**src/rtl/lc3_pkg.sv**
```systemverilog
// Shared types and constants for the LC-3 memory controller.
// State encoding, grant bit positions, default address width.
package lc3_pkg;

    localparam int ADDR_W_DEF = 7;

    localparam logic [15:0] ABORT_DATA = 16'h0000;

    localparam int GNT_DATA  = 0;
    localparam int GNT_FETCH = 1;

    typedef enum logic [1:0] {
        ST_IDLE  = 2'd0,
        ST_ISSUE = 2'd1,
        ST_WAIT  = 2'd2,
        ST_DONE  = 2'd3
    } state_e;

endpackage

```
**src/rtl/lc3_mem_arb.sv**
```systemverilog
// Data-over-fetch arbiter with a starvation guard.
// Grant is combinational; the counter moves when a grant is taken.
module lc3_mem_arb
    import lc3_pkg::*;
#(
    parameter int STARVE_MAX = 4
) (
    input  logic       clk,
    input  logic       rst_n,
    input  logic       if_req,
    input  logic       d_req,
    input  logic       take,
    output logic [1:0] grant
);

    localparam int CW = $clog2(STARVE_MAX + 1);

    logic [CW-1:0] starve_q;
    logic [CW-1:0] starve_d;
    logic          fetch_win;

    // Pick a winner and advance the consecutive-data-grant count
    always_comb begin
        fetch_win = if_req &&
                    (!d_req || starve_q == CW'(STARVE_MAX));
        grant = 2'b00;
        grant[GNT_FETCH] = fetch_win;
        grant[GNT_DATA]  = d_req && !fetch_win;
        starve_d = starve_q;
        if (take) begin
            if (fetch_win) begin
                starve_d = '0;
            end else if (d_req &&
                         starve_q != CW'(STARVE_MAX)) begin
                starve_d = starve_q + 1'b1;
            end
        end
    end

    // Starvation counter register
    always_ff @(posedge clk or negedge rst_n) begin
        if (!rst_n) begin
            starve_q <= '0;
        end else begin
            starve_q <= starve_d;
        end
    end

endmodule

```
**src/rtl/lc3_mem_ctrl.sv**
```systemverilog
// LC-3 memory controller: arbitrates fetch and data ports
// onto one single-word memory with range and timeout aborts.
module lc3_mem_ctrl
    import lc3_pkg::*;
#(
    parameter int ADDR_W     = ADDR_W_DEF,
    parameter int TIMEOUT    = 15,
    parameter int STARVE_MAX = 4
) (
    input  logic              clk,
    input  logic              rst_n,
    input  logic              if_req,
    input  logic [15:0]       if_addr,
    output logic [15:0]       if_rdata,
    output logic              if_ack,
    input  logic              d_req,
    input  logic              d_we,
    input  logic [15:0]       d_addr,
    input  logic [15:0]       d_wdata,
    output logic [15:0]       d_rdata,
    output logic              d_ack,
    output logic              mem_re,
    output logic              mem_we,
    output logic [ADDR_W-1:0] mem_addr,
    output logic [15:0]       mem_wdata,
    input  logic [15:0]       mem_rdata,
    input  logic              mem_ready,
    output logic              busy,
    output logic              err_range,
    output logic              err_timeout
);

    localparam int WCW = $clog2(TIMEOUT + 1);

    state_e             state_q, state_d;
    logic [WCW-1:0]     wait_q, wait_d;
    logic [ADDR_W-1:0]  addr_q, addr_d;
    logic [15:0]        wdata_q, wdata_d;
    logic [15:0]        if_rdata_q, if_rdata_d;
    logic [15:0]        d_rdata_q, d_rdata_d;
    logic               fetch_q, fetch_d;
    logic               we_q, we_d;
    logic               re_q, re_d;
    logic               wr_q, wr_d;
    logic               if_ack_q, if_ack_d;
    logic               d_ack_q, d_ack_d;
    logic               err_range_q, err_range_d;
    logic               err_timeout_q, err_timeout_d;

    logic [1:0]         grant;
    logic               take;
    logic               sel_fetch;
    logic               sel_we;
    logic [15:0]        sel_addr;
    logic               finish;

    lc3_mem_arb #(
        .STARVE_MAX (STARVE_MAX)
    ) u_arb (
        .clk    (clk),
        .rst_n  (rst_n),
        .if_req (if_req),
        .d_req  (d_req),
        .take   (take),
        .grant  (grant)
    );

    // Next-state, latched operands, strobes, acks and error pulses
    always_comb begin
        sel_fetch     = grant[GNT_FETCH];
        sel_addr      = sel_fetch ? if_addr : d_addr;
        sel_we        = !sel_fetch && d_we;
        finish        = 1'b0;
        take          = 1'b0;
        state_d       = state_q;
        wait_d        = wait_q;
        addr_d        = addr_q;
        wdata_d       = wdata_q;
        fetch_d       = fetch_q;
        we_d          = we_q;
        re_d          = re_q;
        wr_d          = wr_q;
        if_rdata_d    = if_rdata_q;
        d_rdata_d     = d_rdata_q;
        if_ack_d      = 1'b0;
        d_ack_d       = 1'b0;
        err_range_d   = 1'b0;
        err_timeout_d = 1'b0;
        unique case (state_q)
            ST_IDLE: begin
                if (if_req || d_req) begin
                    take    = 1'b1;
                    fetch_d = sel_fetch;
                    addr_d  = sel_addr[ADDR_W-1:0];
                    wdata_d = sel_fetch ? 16'h0000 : d_wdata;
                    we_d    = sel_we;
                    wait_d  = '0;
                    if ((sel_addr >> ADDR_W) != 16'h0000) begin
                        state_d     = ST_DONE;
                        err_range_d = 1'b1;
                        if (sel_fetch) begin
                            if_ack_d   = 1'b1;
                            if_rdata_d = ABORT_DATA;
                        end else begin
                            d_ack_d   = 1'b1;
                            d_rdata_d = ABORT_DATA;
                        end
                    end else begin
                        state_d = ST_ISSUE;
                        re_d    = !sel_we;
                        wr_d    = sel_we;
                    end
                end
            end
            ST_ISSUE: begin
                state_d = ST_WAIT;
            end
            ST_WAIT: begin
                finish = mem_ready ||
                         wait_q == WCW'(TIMEOUT - 1);
                if (finish) begin
                    state_d       = ST_DONE;
                    re_d          = 1'b0;
                    wr_d          = 1'b0;
                    err_timeout_d = !mem_ready;
                    if (fetch_q) begin
                        if_ack_d = 1'b1;
                        if (!mem_ready) begin
                            if_rdata_d = ABORT_DATA;
                        end else begin
                            if_rdata_d = mem_rdata;
                        end
                    end else begin
                        d_ack_d = 1'b1;
                        if (!mem_ready) begin
                            d_rdata_d = ABORT_DATA;
                        end else if (!we_q) begin
                            d_rdata_d = mem_rdata;
                        end
                    end
                end else begin
                    wait_d = wait_q + 1'b1;
                end
            end
            ST_DONE: begin
                state_d = ST_IDLE;
            end
            default: begin
                state_d = ST_IDLE;
            end
        endcase
    end

    // Controller registers; reset drops any transaction in flight
    always_ff @(posedge clk or negedge rst_n) begin
        if (!rst_n) begin
            state_q       <= ST_IDLE;
            wait_q        <= '0;
            addr_q        <= '0;
            wdata_q       <= '0;
            fetch_q       <= 1'b0;
            we_q          <= 1'b0;
            re_q          <= 1'b0;
            wr_q          <= 1'b0;
            if_rdata_q    <= '0;
            d_rdata_q     <= '0;
            if_ack_q      <= 1'b0;
            d_ack_q       <= 1'b0;
            err_range_q   <= 1'b0;
            err_timeout_q <= 1'b0;
        end else begin
            state_q       <= state_d;
            wait_q        <= wait_d;
            addr_q        <= addr_d;
            wdata_q       <= wdata_d;
            fetch_q       <= fetch_d;
            we_q          <= we_d;
            re_q          <= re_d;
            wr_q          <= wr_d;
            if_rdata_q    <= if_rdata_d;
            d_rdata_q     <= d_rdata_d;
            if_ack_q      <= if_ack_d;
            d_ack_q       <= d_ack_d;
            err_range_q   <= err_range_d;
            err_timeout_q <= err_timeout_d;
        end
    end

    assign if_rdata    = if_rdata_q;
    assign if_ack      = if_ack_q;
    assign d_rdata     = d_rdata_q;
    assign d_ack       = d_ack_q;
    assign mem_re      = re_q;
    assign mem_we      = wr_q;
    assign mem_addr    = addr_q;
    assign mem_wdata   = wdata_q;
    assign busy        = state_q != ST_IDLE;
    assign err_range   = err_range_q;
    assign err_timeout = err_timeout_q;

endmodule
```
**config.mk**
```make
export PLATFORM = sky130hd
export DESIGN_NAME = lc3_mem_ctrl
export DESIGN_NICKNAME = d
export VERILOG_FILES = /design/src/rtl/lc3_pkg.sv /design/src/rtl/lc3_mem_arb.sv /design/src/rtl/lc3_mem_ctrl.sv
export SDC_FILE = /design/constraint.sdc
export NUM_CORES = 1
export LEC_CHECK = 0
export CAP_MARGIN = 20
export CORE_UTILIZATION = 45
export DETAILED_ROUTE_END_ITERATION = 8
export PLACE_DENSITY_LB_ADDON = 0.08
export SETUP_SLACK_MARGIN = 0.4
export SYNTH_ARGS = -nofsm -noshare
export SYNTH_HDL_FRONTEND = slang
export SYNTH_SLANG_ARGS = --single-unit
```
**constraint.sdc**
```tcl
create_clock -name clk -period 3.7 [get_ports clk]
set_input_delay 0.74 -clock clk [delete_from_list [all_inputs] [get_ports clk]]
set_output_delay 0.74 -clock clk [all_outputs]
set_load 0.01 [all_outputs]
```
==> results.md <==
* Sequential share of power at 35.9%
* Pins Over Slew Limit at 0
* Row cnt at 30
* DR WL/cell at 14.4 µm
* Root Driver: clkbuf_8
* Final GP Congestion at 0.816
* CTS clk-pin slew, worst paths at 70 ps
* DIE WIDTH at 87.6 µm
* Comb power frac at 46.1%
* Clock Skew at 9.17 ps
* Setup Buffers After CTS at 0
* GRT Residual Overflow at 0
* Antenna cells at 0
* Worst R2R Setup Slack at 1530 ps
* Synth Warn # at 0
* WHS Path Cells at 2
* Leading cell type in the layout, fill and taps excluded: clkdlybuf4s50_1
* Psw at 1.29 mW
* CP arrival at 2690 ps
* Mapped Avg Cell Area at 10.3 µm²
* HPWL Detailed at 5.81 mm
* Cell-internal power at 2.24 mW
* TritonCTS Buffers at 9
* Initial antenna violation count at 0
* Core area at 6940 µm²
* Final Hold Viols at 0
* CTS tree: yes
* Starting Density at 47.5%
* Final Critical Period at 2470 ps
* Initial DRC count at 142
* Syn nets at 397
* Reg2reg end: if_rdata[0]$_DFFE_PN0P_
* Setup Total Neg Slack at 0 ps
* Post-Synthesis Cells at 321
* Min-Delay Endpoint: mem_wdata[14]$_DFFE_PN0P_
* I/O pins at 132
* R2R depth at 6
* Chip height at 87.6 µm
* Via count at 2,819
* Hold_buf cts at 0
* Ys async rst share at 100%
* CTS Sinks at 72
* Htree depth at 3
* Max_cap viols at 0
* Post-synthesis sequential area ratio at 54.6%
* I/O Buffers at 131
* Clock power share at 18.0%
* Worst-Skew Late Latency at 340 ps
* Fmax achieved at 405 MHz
* WL final at 7.92 mm
* Total global-route track usage at 21.8%
* Cell variety after synth at 45
* Largest net degree at the start of global routing at 53
* Total Nets Final at 526
* Crit path max fanout at 17
* Top FF cell, synth: dfrtp_1
* P_leak at 2.13 nW
* CTS max path bufs at 2
* Number of global-route vias before repair at 2,793
* Die ar. at 7670 µm²
* Synthesized area at 3300 µm²
* First-pass GRT wire length at 13.0 mm
* DRC violations left at 0
* Antenna-violating nets left at 0
* Final Cycle Share at 66.7%
* Post-CTS sizing at 0
* 1st-pass router iterations at 4
* Pwr/cell area at 726 nW/µm²
* RR Startpoint: state_q[0]$_DFFE_PN0P_
* Fraction of layout cells with a size suffix above 1 at 9.67%
* Peak supply drop at 315 µV
* Outcome: complete, no violations
* Slew @ Worst Pin at 938 ps
* Setup violators final at 0
* Via density at 5.12
* Type of the worst setup path: input port to register
* CP Launch Type: input port
* Crit. End Element: register
* WP data required at 3920 ps
* Commonest non-fill, non-tap cells in the layout: clkdlybuf4s50_1 (130), dfrtp_1 (72), nand2_1 (64)
* Hold Startpoint: mem_wdata[14]$_DFFE_PN0P_
* Net Sw Frac at 36.5%
* Slew Limit Headroom at 37.5%
* Unrepaired setup endpoints after global routing: false
* Final core utilization at 69.9%
* Synth Register Bits at 72
* Worst Hold Class: register to register
* EDFF count, synth at 0
* Area growth syn-to-layout at 47.2%
-- state kept, by name, indices dropped and copies added, names as in the netlist --
signal / count
err_timeout: 1
err_range: 1
fetch_q: 1
u_arb.starve_q: 3
mem_we: 1
d_rdata: 16
mem_addr: 7
state_q: 2
wait_q: 4
if_rdata: 16
mem_wdata: 16
d_ack: 1
we_q: 1
if_ack: 1
mem_re: 1
-- cell usage after synthesis, types with 2 or more instances --
library cell / n / area, µm²
dfrtp_1: 72 / 1800
nand2_1: 64 / 240
o21ai_0: 53 / 265
a22o_1: 17 / 149
mux2i_1: 11 / 110
nor2_1: 10 / 37.5
o21ai_2: 10 / 87.6
clkbuf_1: 9 / 33.8
inv_1: 9 / 33.8
ha_1: 6 / 75.1
buf_2: 5 / 25.0
nand2b_1: 4 / 25.0
nand3_1: 4 / 20.0
a21oi_1: 3 / 15.0
buf_4: 3 / 22.5
buf_6: 3 / 33.8
nor3_1: 3 / 15.0
a221oi_1: 2 / 17.5
and3_1: 2 / 12.5
nand2_2: 2 / 12.5
o22a_1: 2 / 17.5
o22ai_1: 2 / 12.5
or2_1: 2 / 12.5
or3_1: 2 / 12.5
-- worst max-delay path by stage --
stage,start,to,slack (ps)
2_1_floorplan,if_addr[10],if_rdata[10]$_DFFE_PN0P_,1680
3_3_place_gp,d_addr[10],d_rdata[7]$_DFFE_PN0P_,910
3_5_place_dp,d_addr[10],d_rdata[12]$_DFFE_PN0P_,880
4_1_cts,state_q[1]$_DFFE_PN0P_,busy,1230
5_1_grt,d_req,state_q[1]$_DFFE_PN0P_,1080
6_report,d_addr[10],d_rdata[5]$_DFFE_PN0P_,1230
-- layer usage --
layer	routed length (µm)	GRT usage [%]
met5	0	0
met3	694	7.07
met1	3480	28.7
met4	65	6.11
met2	3690	34.8
-- per-stage QoR --
stage	cells	area, µm²	total power, mW	hold slack (ps)	setup WS [ps]
floorplan	321	3300	2.21	441	1680
global placement	535	4650	2.88	460	907
detailed placement	535	4650	2.92	469	884
CTS	551	4850	3.56	486	1230
global route	551	4850	3.77	512	1080
finish	551	4850	3.52	482	1230
-- worst max-delay path: stages --
cell and delay (ps):
clkdlybuf4s50_1 410, nor4_1 270, nand3_1 220, a21oi_2 190, buf_4 200, or2_1 330, buf_4 250, o21ai_2 70
-- power by group through the flow --
| stage | Clock, mW | Combinational [mW] | Sequential, mW |
|---|---|---|---|
| floorplan | 0 | 0.841 | 1.37 |
| global placement | 0 | 1.61 | 1.27 |
| detailed placement | 0 | 1.64 | 1.28 |
| CTS | 0.643 | 1.65 | 1.27 |
| global route | 0.681 | 1.79 | 1.30 |
| finish | 0.633 | 1.62 | 1.27 |
-- area by class of cell --
cell class	instances	area, µm²
Sequential cell	72	1800
Multi-Input combinational cell	219	1330
Inverter	9	33.8
Tap cell	96	120
Fill cell	530	2090
Clock buffer	10	138
Timing Repair Buffer	139	1370
Clock inverter	6	67.6
-- cell families after synthesis --
family,count (synthesis),share of synthesized area [%]
compound gates,100,20.6
mux,11,3.34
buf+inv,30,5.12
simple gates,102,14.0
fa+ha+maj,6,2.28
flops,72,54.6
Note: power is estimated with default switching activity, not from simulation.
